[src/rtl/arc4_pkg.sv]
// arc4_pkg: shared types and constants for the RC4 key-scheduling engine.
//   ksa_state_t : scheduler FSM states
//   S_SIZE      : number of entries in the S array
//   BYTE_W      : width of one S entry / key byte
package arc4_pkg;

  localparam int S_SIZE = 256;
  localparam int BYTE_W = 8;

  typedef enum logic [2:0] {
    IDLE,
    FILL,
    RD_I,
    RD_J,
    WR_J,
    WR_I,
    DONE
  } ksa_state_t;

endpackage

[src/rtl/ksa_param.sv]
// ksa_param: parametrised RC4 key-scheduling engine driving a single-port S memory.
//   clk     : system clock
//   rst_n   : asynchronous active-low reset
//   en      : start request, taken only while rdy=1
//   rdy     : idle and ready for en
//   key     : KEY_BYTES-byte key, byte 0 in the MSBs, captured on start
//   addr    : S memory address
//   rddata  : S memory read data, valid RD_LAT cycles after addr is first driven
//   wrdata  : S memory write data
//   wren    : S memory write enable
//
// state | meaning
// IDLE  | rdy=1, waiting for en
// FILL  | optional identity fill, one write S[i]=i per cycle
// RD_I  | addr=i for RD_LAT cycles
// RD_J  | take si, update j, addr=j for RD_LAT cycles
// WR_J  | take sj, write S[j]=si
// WR_I  | write S[i]=sj, advance i
// DONE  | one quiet cycle before rdy returns
import arc4_pkg::*;

module ksa_param #(
  parameter int KEY_BYTES = 3,
  parameter int INIT_FILL = 0,
  parameter int RD_LAT    = 1
) (
  input  logic                      clk,
  input  logic                      rst_n,
  input  logic                      en,
  output logic                      rdy,
  input  logic [8*KEY_BYTES-1:0]    key,
  output logic [BYTE_W-1:0]         addr,
  input  logic [BYTE_W-1:0]         rddata,
  output logic [BYTE_W-1:0]         wrdata,
  output logic                      wren
);

  localparam int CNT_W = $clog2(RD_LAT + 1);
  localparam int KI_W  = 5;
  localparam logic [CNT_W-1:0]  CNT_LOAD = CNT_W'(RD_LAT - 1);
  localparam logic [BYTE_W-1:0] LAST_I   = BYTE_W'(S_SIZE - 1);
  localparam logic [KI_W-1:0]   LAST_KI  = KI_W'(KEY_BYTES - 1);

  ksa_state_t               state_q, state_d;
  logic [BYTE_W-1:0]        i_q, i_d;
  logic [BYTE_W-1:0]        j_q, j_d;
  logic [BYTE_W-1:0]        si_q, si_d;
  logic [BYTE_W-1:0]        sj_q, sj_d;
  logic [KI_W-1:0]          ki_q, ki_d;
  logic [CNT_W-1:0]         cnt_q, cnt_d;
  logic [8*KEY_BYTES-1:0]   key_q, key_d;
  logic                     rdy_q, rdy_d;

  logic [BYTE_W-1:0]        key_byte;
  logic [BYTE_W-1:0]        j_new;

  always_comb begin
    key_byte = '0;
    for (int k = 0; k < KEY_BYTES; k++) begin
      if (ki_q == KI_W'(k)) key_byte = key_q[8*(KEY_BYTES-k)-1 -: 8];
    end
  end

  // rddata carries S[i] during the first RD_J cycle, so j is formed
  // combinationally there and the same value is put on addr straight away.
  assign j_new = j_q + rddata + key_byte;

  always_comb begin
    state_d = state_q;
    i_d     = i_q;
    j_d     = j_q;
    si_d    = si_q;
    sj_d    = sj_q;
    ki_d    = ki_q;
    cnt_d   = cnt_q;
    key_d   = key_q;
    rdy_d   = rdy_q;
    addr    = '0;
    wrdata  = '0;
    wren    = 1'b0;

    case (state_q)
      IDLE: begin
        if (en && rdy_q) begin
          key_d   = key;
          i_d     = '0;
          j_d     = '0;
          ki_d    = '0;
          cnt_d   = CNT_LOAD;
          rdy_d   = 1'b0;
          state_d = (INIT_FILL != 0) ? FILL : RD_I;
        end
      end
      FILL: begin
        addr   = i_q;
        wrdata = i_q;
        wren   = 1'b1;
        i_d    = i_q + 8'd1;
        if (i_q == LAST_I) begin
          cnt_d   = CNT_LOAD;
          state_d = RD_I;
        end
      end
      RD_I: begin
        addr = i_q;
        if (cnt_q == '0) begin
          cnt_d   = CNT_LOAD;
          state_d = RD_J;
        end else begin
          cnt_d = cnt_q - 1'b1;
        end
      end
      RD_J: begin
        if (cnt_q == CNT_LOAD) begin
          si_d = rddata;
          j_d  = j_new;
          addr = j_new;
        end else begin
          addr = j_q;
        end
        if (cnt_q == '0) state_d = WR_J;
        else             cnt_d   = cnt_q - 1'b1;
      end
      WR_J: begin
        addr    = j_q;
        wrdata  = si_q;
        wren    = 1'b1;
        sj_d    = rddata;
        state_d = WR_I;
      end
      WR_I: begin
        addr   = i_q;
        wrdata = sj_q;
        wren   = 1'b1;
        if (i_q == LAST_I) begin
          state_d = DONE;
        end else begin
          i_d     = i_q + 8'd1;
          ki_d    = (ki_q == LAST_KI) ? '0 : ki_q + 1'b1;
          cnt_d   = CNT_LOAD;
          state_d = RD_I;
        end
      end
      DONE: begin
        rdy_d   = 1'b1;
        state_d = IDLE;
      end
      default: state_d = IDLE;
    endcase
  end

  always_ff @(posedge clk or negedge rst_n) begin
    if (!rst_n) begin
      state_q <= IDLE;
      i_q     <= '0;
      j_q     <= '0;
      si_q    <= '0;
      sj_q    <= '0;
      ki_q    <= '0;
      cnt_q   <= '0;
      key_q   <= '0;
      rdy_q   <= 1'b1;
    end else begin
      state_q <= state_d;
      i_q     <= i_d;
      j_q     <= j_d;
      si_q    <= si_d;
      sj_q    <= sj_d;
      ki_q    <= ki_d;
      cnt_q   <= cnt_d;
      key_q   <= key_d;
      rdy_q   <= rdy_d;
    end
  end

  assign rdy = rdy_q;

endmodule

[config.mk]
export PLATFORM = sky130hd
export DESIGN_NAME = ksa_param
export DESIGN_NICKNAME = d
export VERILOG_FILES = /design/src/rtl/arc4_pkg.sv /design/src/rtl/ksa_param.sv
export SDC_FILE = /design/constraint.sdc
export NUM_CORES = 1
export LEC_CHECK = 0
export ABC_CLOCK_PERIOD_IN_PS = 6100
export CORE_MARGIN = 2
export CORE_UTILIZATION = 55
export DETAILED_ROUTE_END_ITERATION = 10
export GPL_TIMING_DRIVEN = 0
export HOLD_SLACK_MARGIN = 0.03
export PLACE_DENSITY = 0.91
export SLEW_MARGIN = 30
export SYNTH_ARGS = -nofsm -noshare
export SYNTH_HDL_FRONTEND = slang
export SYNTH_SLANG_ARGS = --single-unit
[constraint.sdc]
create_clock -name clk -period 6.1 [get_ports clk]
set_clock_uncertainty 0.2 [all_clocks]
set_input_delay 1.22 -clock clk [delete_from_list [all_inputs] [get_ports clk]]
set_output_delay 1.22 -clock clk [all_outputs]
set_load 0.03 [all_outputs]
# Word level (Yosys, flattened, before mapping)
# Cells that the tools add are included.
word_totals:
  regBits: 66
  input_bits: 35
  out_inout_bits: 18
  word_cells: 75
classes:
  add_sub_neg: 5
  n_eq_ne: 14
  n_mux: 27
  n_bitwise: 1
  reduce_logical: 19
ops:
  columns: ["operator", "count"]
  rows:
  - ["$pmux W8 S3", 3]
  - ["$mux W8", 6]
  - ["$pmux W3 S6", 1]
  - ["$add A8 B8 Y8", 2]
  - ["$pmux W8 S2", 1]
  - ["$mux W3", 5]
  - ["$mux W5", 3]
  - ["$ne A2 B2 Y1 const B", 5]
  - ["$pmux W5 S2", 1]
  - ["$eq A3 B3 Y1 const B", 3]
  - ["$add A8 B1 Y8 const B", 1]
  - ["$eq A8 B8 Y1 const B", 1]
  - ["$reduce_and A2 Y1", 4]
  - ["$reduce_and A4 Y1", 2]
  - ["$eq A3 B2 Y1 const B", 2]
  - ["$reduce_and A3 Y1", 2]
  - ["$reduce_bool A2 Y1", 3]
  - ["$reduce_or A3 Y1", 2]
  - ["$add A5 B1 Y5 const B", 1]
  - ["$eq A5 B1 Y1 const B", 1]
  - ["$eq A5 B2 Y1 const B", 1]
  - ["$logic_not A5 Y1", 1]
  - ["$mux W1", 5]
  - ["$pmux W1 S4", 1]
  - ["9 further kinds", 9]

# Longest topological paths before layout
# Gate-level depths: netlist (run 1).
depth:
  depth_word: 7
  depth_mapped: 18
  ltp_nobuf: 17

# Worst setup path before layout (run 1)
# OpenSTA, ideal clock, no wires.
synth_path:
  path_type: "reg2out"
  from: "reg ki_q[1]"
  to: "out addr[7]"
  arrival_ns: 3.890
  required_ns: 4.680
  setup_slack_ns: 0.790
  stages_incl_launch_ff: 19
  n_path_buf: 1
  path_cell_list: "dfrtp_1 > inv_1 > ha_1 > nor4_1 > and2_1 > clkbuf_1 > a22oi_1 > nor2_1 > a21oi_1 > fa_1 > inv_1 > ha_1 > fa_1 > a21o_1 > a21oi_1 > o21bai_1 > a21oi_1 > xnor2_1 > o221ai_1"
synth_between:
  elab_chain_cells: 7
  elab_cells_between_ends: 9
synth_lines:
  columns: ["element", "line", "rtl"]
  rows:
  - ["start: declaration", "ksa_param.sv:49", "logic [KI_W-1:0] ki_q, ki_d;"]
  - ["start signal: assignment", "ksa_param.sv:169", "ki_q <= ki_d;"]
  - ["$logic_not A5 Y1", "ksa_param.sv:60", "if (ki_q == KI_W'(k)) key_byte = key_q[8*(KEY_BYTES-k)-1 -: 8];"]
  - ["$mux W8 (2 in series)", "ksa_param.sv:60", null]
  - ["$mux W8 (*)", "ksa_param.sv:60", null]
  - ["$add A8 B8 Y8 (*)", "ksa_param.sv:66", "assign j_new = j_q + rddata + key_byte;"]
  - ["$mux W8 (*)", null, null]
  - ["$pmux W8 S3 (*)", "ksa_param.sv:82", "case (state_q)"]
  - ["end: declaration", "ksa_param.sv:32", "output logic [BYTE_W-1:0] addr,"]
# Mark *: on every way between the ends. The rest lies on a longest branch, timed or not.

# Worst setup path in the final report (run 1)
# Ends and elaborated chain as after synthesis.

==> results of run 1 <==
==> power by group <==
group,total (uW),internal [uW],switching [uW]
Clock,370,188,183
Sequential,502,468,34.3
Combinational,644,280,364
==> path summary, 6_finish.rpt <==
check | start | end | slack, ns | depth (start not counted)
setup / recovery | ki_q[1] | addr[7] | 0.27 | 18
hold / removal | si_q[1] | si_q[1] | 0.30 | 2
setup reg to reg | ki_q[1] | j_q[7] | 2.04 | 17
hold reg to reg | si_q[1] | si_q[1] | 0.30 | 2
max in group asynchronous | rst_n | rdy | 4.55 | 2
min in group asynchronous | rst_n | i_q[1] | 0.57 | 1
==> registers in the layout (all words and copies together) (netlist names) <==
register / flops
ki_q: 5
rdy: 1
si_q: 8
state_q: 3
sj_q: 8
key_q: 24
i_q: 8
j_q: 8
==> layout by cell type (no fill, tap or decap), types with 9 or more instances in the layout <==
cell	n
a22oi_1	9
a21oi_1	20
clkbuf_8	9
nor2_1	30
clkdlybuf4s50_1	47
nand2_1	23
inv_1	17
ha_1	11
mux2_2	39
nand3_1	11
nor2b_1	11
o21ai_0	23
dfrtp_1	64
==> critical path: stages (launching register included) <==
cell	delay, ns
dfrtp_1	0.42
inv_1	0.09
ha_1	0.23
nor4_4	0.30
and2_4	0.24
a22oi_1	0.11
nor2_1	0.09
a21oi_1	0.09
fa_1	0.52
inv_1	0.05
ha_1	0.23
fa_1	0.41
a21o_1	0.21
a21oi_2	0.17
o21bai_1	0.08
a21oi_1	0.19
xnor2_1	0.11
o221ai_1	0.25
clkbuf_4	0.25
==> per-layer routing <==
| metal | GRT usage, % | vias to the layer above | routed length, um |
|---|---|---|---|
| met5 | 0 | - | 0 |
| met3 | 4.57 | 21 | 576 |
| met4 | 9.80 | 0 | 168 |
| met2 | 44.3 | 135 | 4550 |
| met1 | 34.5 | 1511 | 3900 |
| li1 | - | 1405 | - |
==> metrics by stage <==
step / area [um^2] / hold slack [ns] / cells / setup TNS (ns)
after global routing: 4590 / 0.315 / 506 / 0
after CTS: 4560 / 0.292 / 504 / 0
final: 4590 / 0.297 / 506 / 0
after floorplan: 3720 / 0.251 / 359 / 0
after global placement: 4340 / 0.268 / 488 / -0.0357
after detailed placement: 4360 / 0.273 / 489 / -0.192
==> timing repair <==
item,4_1_cts,5_1_grt
endpoints found under the setup margin,5,5
hold buffers,0,0
setup buffers,0,2
resized for setup,7,10
==> area by class of cell <==
cell class              instances  share of cell area [%]
well taps                      77                    2.10
clock buffers                   9                    2.70
flip-flops and latches         65                    35.5
multi-input cells             254                    42.5
inverters                      19                    1.55
plain buffers                  20                    2.04
clock inverters                 7                    1.55
repair buffers                 55                    12.1
==> cells by family after synthesis <==
family                     count (synthesis)
xor gates and xnor gates                  14
adders and majority gates                 19
DFF                                       65
and+or+nand+nor                           96
buffers and inverters                     40
muxes                                     39
AOI/OAI and AO/OA                         86
==> summary.md, run 1 <==
| Metric | Value |
|---|---|
| Largest net degree at the start of global routing | `40` |
| # IOs | `53` |
| Final core utilization | `71.1%` |
| Final Critical Period | `5.83 ns` |
| GRT Total Usage | `26.4%` |
| Top cells by area, synth | `dfrtp_1 (43%), mux2_2 (12%), fa_1 (4.3%)` |
| CP endpoint kind | `output pin` |
| Slew Viols, Final | `0` |
| Share of flip-flops with an asynchronous set or reset | `100%` |
| First-pass GRT wire length | `15000 um` |
| VDD IR max | `179 uV` |
| Post-synth top cells | `dfrtp_1 (64), mux2_2 (39), nor2_1 (30), nand2_1 (23), o21ai_0 (23)` |
| Iter 0 DRT Violations | `259` |
| Synth top area share | `43.0%` |
| H-tree lvl count | `3` |
| Post-synthesis mux area share | `11.8%` |
| Drt drc | `0` |
| Area of the multi-input gates | `0.00195 mm^2` |
| Clk root buf | `clkbuf_8` |
| Die Footprint | `0.00745 mm^2` |
| Crit path DAT | `4.41 ns` |
| DR pass1 iterations | `5` |
| Critical Path RT | `4.68 ns` |
| Slew of the pin with the lowest slew margin | `0.629 ns` |
| Vias per inst | `6.07` |
| Clk buf depth | `2` |
| Synthesized area | `0.00372 mm^2` |
| Most used DFF post-synth | `dfrtp_1` |
| Total congestion overflow | `0` |
| Yosys cell types | `45` |
| CP Class | `flip-flop to output pin` |
| Die height | `86.3 um` |
| Max-cap violations | `0` |
| Initial Util | `57.7%` |
| Simple-Gate Fraction of Synth Area | `13.2%` |
| Via count | `3072` |
| Post-synth EDFFs | `0` |
| Pwr Density | `330 mW/mm^2` |
| Post-Syn Nets | `413` |
| Relative slew slack | `58.0%` |
| Final WL | `9200 um` |
| Synth warn | `0` |
| Outcome | `complete, no violations` |
| Most frequent cell after synthesis | `dfrtp_1` |
| Final worst setup slack | `0.266 ns` |
| # port buffers | `52` |
| Core area | `0.00646 mm^2` |
| Clock-pin transition on the worst setup and hold timing paths | `0.08 ns` |
| RSZ-0062 raised after global routing | `no` |
| Number of global-route vias before repair | `3084` |
| Clock Latency Late Sink | `0.35 ns` |
| Pleak | `0.00207 uW` |
| Per-cell routed wire length | `18.2 um` |
| Yosys top cell by area | `dfrtp_1` |
| Synth Area in Compound Gates | `15.5%` |
| Synth Area in Adders | `7.99%` |
| Final hold vios | `0` |
| Mapped Cells | `359` |
| Number of fill cells | `476` |
| Largest family of logic cells by synthesized area | `compound AO/OA/AOI/OAI gates` |
| Layout Area Growth over Synthesis | `23.2%` |
| Clock net sink count | `65` |
| ANT nets after route | `0` |
| FF+latch area | `0.00163 mm^2` |
| Final setup fails | `0` |
| Startpoint types | `flip-flop` |
| Place WS | `-0.192 ns` |
| CTS tree | `done` |
| Site Rows | `29` |
| Worst-path fanout max | `7` |
| Total chip power | `1520 uW` |
| Ant. Diodes | `0` |
| Mapped Avg Cell Area | `10.4 um^2` |
| Die Width | `86.3 um` |
| Layout cells sized above 1 | `19.3%` |
| Final period util | `95.6%` |
| Num CTS Buffers | `9` |
| Placed wire-length estimate | `6590 um` |
| GP Congestion | `0.933` |
| Final nets | `478` |
| Fmax | `171 MHz` |
| Hold Crit Class | `flip-flop to flip-flop` |
| Initial antenna violation count | `0` |
| Sequential element share of the synthesized area | `43.7%` |
| Post-Synth XOR/XNOR Area | `3.29%` |
| #FFs+latches synth | `65` |
Note: power is estimated with default switching activity, not from simulation.
==> run 2: changes to the inputs <==
--- a/constraint.sdc
+++ b/constraint.sdc
@@ -4,2 +4,2 @@
 set_output_delay 1.22 -clock clk [all_outputs]
-set_load 0.03 [all_outputs]
+set_load 0.05 [all_outputs]
==> summary.md, run 2 (synthesized netlist as in run 1, its figures left out) <==
| Metric | Value |
|---|---|
| FF+latch area | `0.00163 mm^2 (unchanged)` |
| Clock-pin transition on the worst setup and hold timing paths | `0.08 ns (about the same)` |
| Num CTS Buffers | `9 (unchanged)` |
| CP endpoint kind | `output pin` |
| Clock Latency Late Sink | `0.36 ns (about the same)` |
| Final worst setup slack | `0.254 ns (-0.0125 ns)` |
| Iter 0 DRT Violations | `231 (-11%)` |
| Initial antenna violation count | `0 (unchanged)` |
| Place WS | `-0.324 ns (-0.133 ns)` |
| GRT Total Usage | `26.4% (unchanged)` |
| Number of fill cells | `475 (-0.21%)` |
| Clk root buf | `clkbuf_8` |
| Final WL | `9240 um (+0.51%)` |
| RSZ-0062 raised after global routing | `no` |
| Vias per inst | `6.07 (unchanged)` |
| Placed wire-length estimate | `6590 um (unchanged)` |
| First-pass GRT wire length | `15100 um (about the same)` |
| Outcome | `complete, no violations` |
| Slew of the pin with the lowest slew margin | `0.616 ns (-0.0132 ns)` |
| Site Rows | `29 (unchanged)` |
| Layout cells sized above 1 | `19.8% (+0.47 points)` |
| # IOs | `53 (unchanged)` |
| Pwr Density | `351 mW/mm^2 (+6.2%)` |
| Die height | `86.3 um (unchanged)` |
| Final Critical Period | `5.85 ns (+0.0125 ns)` |
| Crit path DAT | `4.43 ns (+0.02 ns)` |
| Total congestion overflow | `0 (unchanged)` |
| Layout Area Growth over Synthesis | `22.9%` |
| Slew Viols, Final | `0 (unchanged)` |
| Clk buf depth | `2 (unchanged)` |
| ANT nets after route | `0 (unchanged)` |
| Largest net degree at the start of global routing | `40 (unchanged)` |
| Via count | `3072 (unchanged)` |
| VDD IR max | `181 uV (+1.1%)` |
| Hold-fix buffers, CTS | `0 (unchanged)` |
| Final nets | `478 (unchanged)` |
| Most common cell after layout, fill and taps aside | `dfrtp_1` |
| Final setup fails | `0 (unchanged)` |
| Relative slew slack | `58.9% (+0.88 points)` |
| Pleak | `0.00207 uW (-0.41%)` |
| Hold Crit Class | `flip-flop to flip-flop` |
| Max-cap violations | `0 (unchanged)` |
| Die Width | `86.3 um (unchanged)` |
| CTS tree | `done` |
| Most frequent cells in the layout | `dfrtp_1 (64), clkdlybuf4s50_1 (46), mux2_2 (39)` |
| Number of global-route vias before repair | `3088 (+0.13%)` |
| Largest register FFs | `24 (unchanged)` |
| Die Footprint | `0.00745 mm^2 (unchanged)` |
| Critical Path RT | `4.68 ns (about the same)` |
| Fmax | `171 MHz (-0.21%)` |
| CP Class | `flip-flop to output pin` |
| GP Congestion | `0.933 (unchanged)` |
| Largest Register | `key_q` |
| Initial Util | `57.7% (unchanged)` |
| Worst-path fanout max | `7 (unchanged)` |
| Area of the multi-input gates | `0.00195 mm^2 (unchanged)` |
| H-tree lvl count | `3 (unchanged)` |
| # port buffers | `52 (unchanged)` |
| Per-cell routed wire length | `18.3 um (+0.51%)` |
| Clock net sink count | `65 (unchanged)` |
| Final hold vios | `0 (unchanged)` |
| Drt drc | `0 (unchanged)` |
| Final core utilization | `70.9% (-0.19 points)` |
| Core area | `0.00646 mm^2 (unchanged)` |
| Final period util | `95.8% (+0.20 points)` |
| Ant. Diodes | `0 (unchanged)` |
| Startpoint types | `flip-flop` |
| DR pass1 iterations | `5 (unchanged)` |
## run 2: repair_timing
item / CTS / global route
buffers inserted: 0 / 2
setup endpoints to repair: 6 / 6
resized for setup: 10 / 11
## run 2: metrics by stage
step / instance area [um^2] / instances / TNS (ns) / total power [uW] / hold WS [ns]
finish: 4580 / 506 / 0 / 1610 / 0.294
floorplan: 3720 / 359 / 0 / 1020 / 0.251
CTS: 4550 / 504 / 0 / 1600 / 0.292
global route: 4580 / 506 / 0 / 1690 / 0.315
global placement: 4340 / 488 / -0.168 / 1240 / 0.268
detailed placement: 4360 / 489 / -0.377 / 1260 / 0.273
## run 2: cell type report
| class | instances | share of cell area [%] |
|---|---|---|
| Inverter | 19 | 1.56 |
| Timing Repair Buffer | 55 | 11.8 |
| Sequential cell | 65 | 35.6 |
| Tap cell | 77 | 2.10 |
| Buffer | 20 | 2.05 |
| Clock buffer | 9 | 2.71 |
| Clock inverter | 7 | 1.56 |
| Multi-Input combinational cell | 254 | 42.6 |
## run 2: path summary, 6_finish.rpt
kind                       startpoint       to  slack, ns  cells after the start
max                           ki_q[1]  addr[7]       0.25                     18
min                           si_q[1]  si_q[1]       0.29                      2
max reg2reg                   ki_q[1]   j_q[7]       2.04                     17
min reg2reg                   si_q[1]  si_q[1]       0.29                      2
max in group asynchronous       rst_n      rdy       4.55                      2
min in group asynchronous       rst_n   i_q[1]       0.57                      1
## run 2: critical path, cell delays in order (launching register included)
cell	delay [ns]
dfrtp_1	0.42
inv_1	0.09
ha_1	0.23
nor4_4	0.31
and2_4	0.25
a22oi_1	0.11
nor2_1	0.09
a21oi_1	0.09
fa_1	0.52
inv_1	0.05
ha_1	0.24
fa_1	0.41
a21o_1	0.21
a21oi_2	0.17
o21bai_1	0.08
a21oi_1	0.19
xnor2_1	0.11
o221ai_1	0.25
buf_4	0.25
## run 2: routing by layer
| layer | track usage [%] | wire length [um] | vias to the layer above |
|---|---|---|---|
| li1 | - | - | 1402 |
| met1 | 34.6 | 3950 | 1513 |
| met2 | 44.2 | 4620 | 139 |
| met3 | 4.57 | 522 | 18 |
| met4 | 9.80 | 156 | 0 |
| met5 | 0 | 0 | - |
## run 2: report_power, final
group | internal (uW) | switching (uW) | leakage, uW
Sequential | 468 | 35.0 | 0.000825
Combinational | 264 | 467 | 0.00115
Clock | 188 | 184 | 0.0000912
Total | 919 | 686 | 0.00207
==> run 3: changes to the inputs <==
- CORE_MARGIN: 2 -> not set
- PLACE_DENSITY: 0.91 -> 0.8
- SETUP_SLACK_MARGIN: not set -> 0.5
==> summary.md, run 3 (synthesized netlist as in run 1, its figures left out) <==
| Metric | Value |
|---|---|
| Outcome | `complete, but fails checks` |
| Failing checks | `design-rule violations` |
| Ant. Diodes | `0 (unchanged)` |
| CTS tree | `done` |
| Placed wire-length estimate | `6460 um (-2.0%)` |
| Vias per inst | `5.95 (-2.0%)` |
| Die Width | `84.3 um (-2.3%)` |
| Final setup fails | `0 (unchanged)` |
| Slew Viols, Final | `0 (unchanged)` |
| Buf/Inv on CP | `3 (unchanged)` |
| H-tree lvl count | `3 (unchanged)` |
| Number of global-route vias before repair | `3087 (-0.032%)` |
| VDD IR max | `197 uV (+8.7%)` |
| Core area | `0.00646 mm^2 (unchanged)` |
| Clock net sink count | `65 (unchanged)` |
| Hold Crit Class | `flip-flop to flip-flop` |
| Die Footprint | `0.00711 mm^2 (-4.6%)` |
| Via count | `3046 (-0.85%)` |
| Largest net degree at the start of global routing | `41 (+2.5%)` |
| Max-cap violations | `0 (unchanged)` |
| Clock-pin transition on the worst setup and hold timing paths | `0.08 ns (about the same)` |
| Pleak | `0.00210 uW (+1.7%)` |
| Num CTS Buffers | `9 (unchanged)` |
| Worst-path fanout max | `7 (unchanged)` |
| CP Cell Sequence | `ha_2 -> nor4_4 -> and2_4 -> buf_6 -> a22oi_1 -> nor2_1 -> a21oi_1 -> fa_1 -> inv_1 -> ha_1 -> fa_2 -> a21o_1 -> a21oi_2 -> o21bai_1 -> a21oi_1 -> xnor2_1 -> o221ai_1 -> buf_4` |
| GP Congestion | `0.883 (-5.3%)` |
| Clock Latency Late Sink | `0.35 ns (about the same)` |
| Initial antenna violation count | `0 (unchanged)` |
| Final WL | `9210 um (-0.35%)` |
| CP Class | `flip-flop to output pin` |
| Startpoint types | `flip-flop` |
| Layout cells sized above 1 | `22.1% (+2.3 points)` |
| ANT nets after route | `0 (unchanged)` |
| RSZ-0062 raised after global routing | `yes` |
| Place WS | `-0.137 ns (+0.187 ns)` |
| Total congestion overflow | `0 (unchanged)` |
| Final period util | `90.9% (-5.0 points)` |
| Seq pwr share | `31.3% (about the same)` |
| Psw | `670 uW (-2.3%)` |
| Most common cell after layout, fill and taps aside | `dfrtp_1` |
| CP delay by family, top | `adder cells` |
| CP peak stage delay | `0.50 ns (-0.02 ns)` |
| Top cell by count, worst path | `a21oi_1` |
| Hold-fix buffers, CTS | `0 (unchanged)` |
| GRT Total Usage | `28.1% (+1.7 points)` |
| Net Sw Frac | `41.9% (-0.89 points)` |
| Cell Int Power | `931 uW (+1.3%)` |
| Drt drc | `5 (+5)` |
| Final Critical Period | `5.54 ns (-0.302 ns)` |
| First-pass GRT wire length | `15100 um (+0.23%)` |
| Most frequent cells in the layout | `dfrtp_1 (63), clkdlybuf4s50_1 (45), mux2_2 (39)` |
| Largest register FFs | `24 (unchanged)` |
| Die height | `84.3 um (-2.3%)` |
| FF+latch area | `0.00163 mm^2 (about the same)` |
| Largest Register | `key_q` |
| Slew of the pin with the lowest slew margin | `0.646 ns (+0.0294 ns)` |
| Initial Util | `57.7% (unchanged)` |
| Site Rows | `29 (unchanged)` |
| Number of fill cells | `477 (+0.42%)` |
| Pwr Density | `345 mW/mm^2 (-1.5%)` |
| Clk root buf | `clkbuf_8` |
| Crit path DAT | `4.12 ns (-0.31 ns)` |
| Relative slew slack | `57.0% (-2.0 points)` |
| CP endpoint kind | `output pin` |
| Final hold vios | `0 (unchanged)` |
| Fmax | `180 MHz (+5.4%)` |
| Layout Area Growth over Synthesis | `24.5%` |
| Clk buf depth | `2 (unchanged)` |
| Per-cell routed wire length | `18.0 um (-1.5%)` |
| DR pass1 iterations | `8 (+3)` |
| # port buffers | `52 (unchanged)` |
| Clock power frac | `22.6% (-0.5 points)` |
| Area of the multi-input gates | `0.00196 mm^2 (+0.45%)` |
| # IOs | `53 (unchanged)` |
| Final worst setup slack | `0.556 ns (+0.302 ns)` |
| Slowest stage cell, crit path | `fa_1` |
| Comb pwr share | `46.0% (+0.5 points)` |
| Total chip power | `1600 uW (-0.25%)` |
| Critical Path RT | `4.68 ns (about the same)` |
| Final nets | `484 (+1.3%)` |
| Iter 0 DRT Violations | `259 (+12%)` |
[run 3: timing repair]
| action | CTS | global route |
|---|---|---|
| setup buffers | 4 | 3 |
| resized for setup | 27 | 14 |
| setup endpoints to repair | 7 | 6 |
| hold endpoints to repair | 0 | 0 |
| pin swaps | 1 | 3 |
[run 3: layer usage]
| metal | track usage, % | up-vias | wire length, um |
|---|---|---|---|
| met2 | 47.2 | 116 | 4700 |
| met4 | 10.8 | 0 | 158 |
| met5 | 0 | - | 0 |
| met1 | 35.5 | 1501 | 3860 |
| li1 | - | 1413 | - |
| met3 | 6.59 | 16 | 489 |
[run 3: worst reg2reg max path: stages, from the launching register on]
cell and delay, ns:
dfrtp_2 0.43, ha_2 0.22, nor4_4 0.29, and2_4 0.20
buf_6 0.12, a22oi_1 0.09, nor2_1 0.11, a21oi_1 0.09
fa_1 0.50, inv_1 0.04, ha_1 0.22, fa_2 0.36
a21o_1 0.19, a21oi_2 0.16, o21bai_1 0.08, a21oi_1 0.17
xnor2_1 0.15, o21ai_0 0.10
[run 3: area by class of cell]
| type | instances | share of cell area (%) |
|---|---|---|
| buffer | 21 | 2.27 |
| clock buffer | 9 | 2.67 |
| clock inverter | 7 | 1.48 |
| inverter | 19 | 1.54 |
| multi-input combinational | 254 | 42.3 |
| sequential | 65 | 35.1 |
| tap | 77 | 2.08 |
| timing repair buffer | 60 | 12.6 |
[run 3: stage by stage]
| step | TNS (ns) | util (%) | hold WS [ns] | std cells | instance area (um^2) |
|---|---|---|---|---|---|
| finish | 0 | 71.8 | 0.294 | 512 | 4640 |
| global route | 0 | 71.8 | 0.320 | 512 | 4640 |
| CTS | 0 | 71.0 | 0.301 | 509 | 4590 |
| detailed placement | -0.146 | 67.5 | 0.284 | 489 | 4360 |
| global placement | -0.127 | 67.2 | 0.269 | 488 | 4340 |
| floorplan | 0 | - | 0.251 | 359 | 3720 |
[run 3: power by group through the flow]
stage | combinational [uW] | sequential [uW] | clock [uW]
after global placement | 734 | 509 | 0
after global routing | 793 | 507 | 385
after floorplan | 523 | 499 | 0
after CTS | 721 | 501 | 368
final | 737 | 502 | 362
after detailed placement | 743 | 509 | 0
[run 3: final timing paths]
| kind | startpoint | cells past startpoint | slack [ns] | to |
|---|---|---|---|---|
| worst max-delay path | ki_q[0] | 18 | 0.56 | addr[7] |
| worst min-delay path | si_q[5] | 2 | 0.29 | si_q[5] |
| worst max register to register | ki_q[0] | 17 | 2.27 | j_q[7] |
| worst min register to register | si_q[5] | 2 | 0.29 | si_q[5] |
| max in group asynchronous | rst_n | 2 | 4.58 | ki_q[0] |
| min in group asynchronous | rst_n | 1 | 0.58 | sj_q[0] |
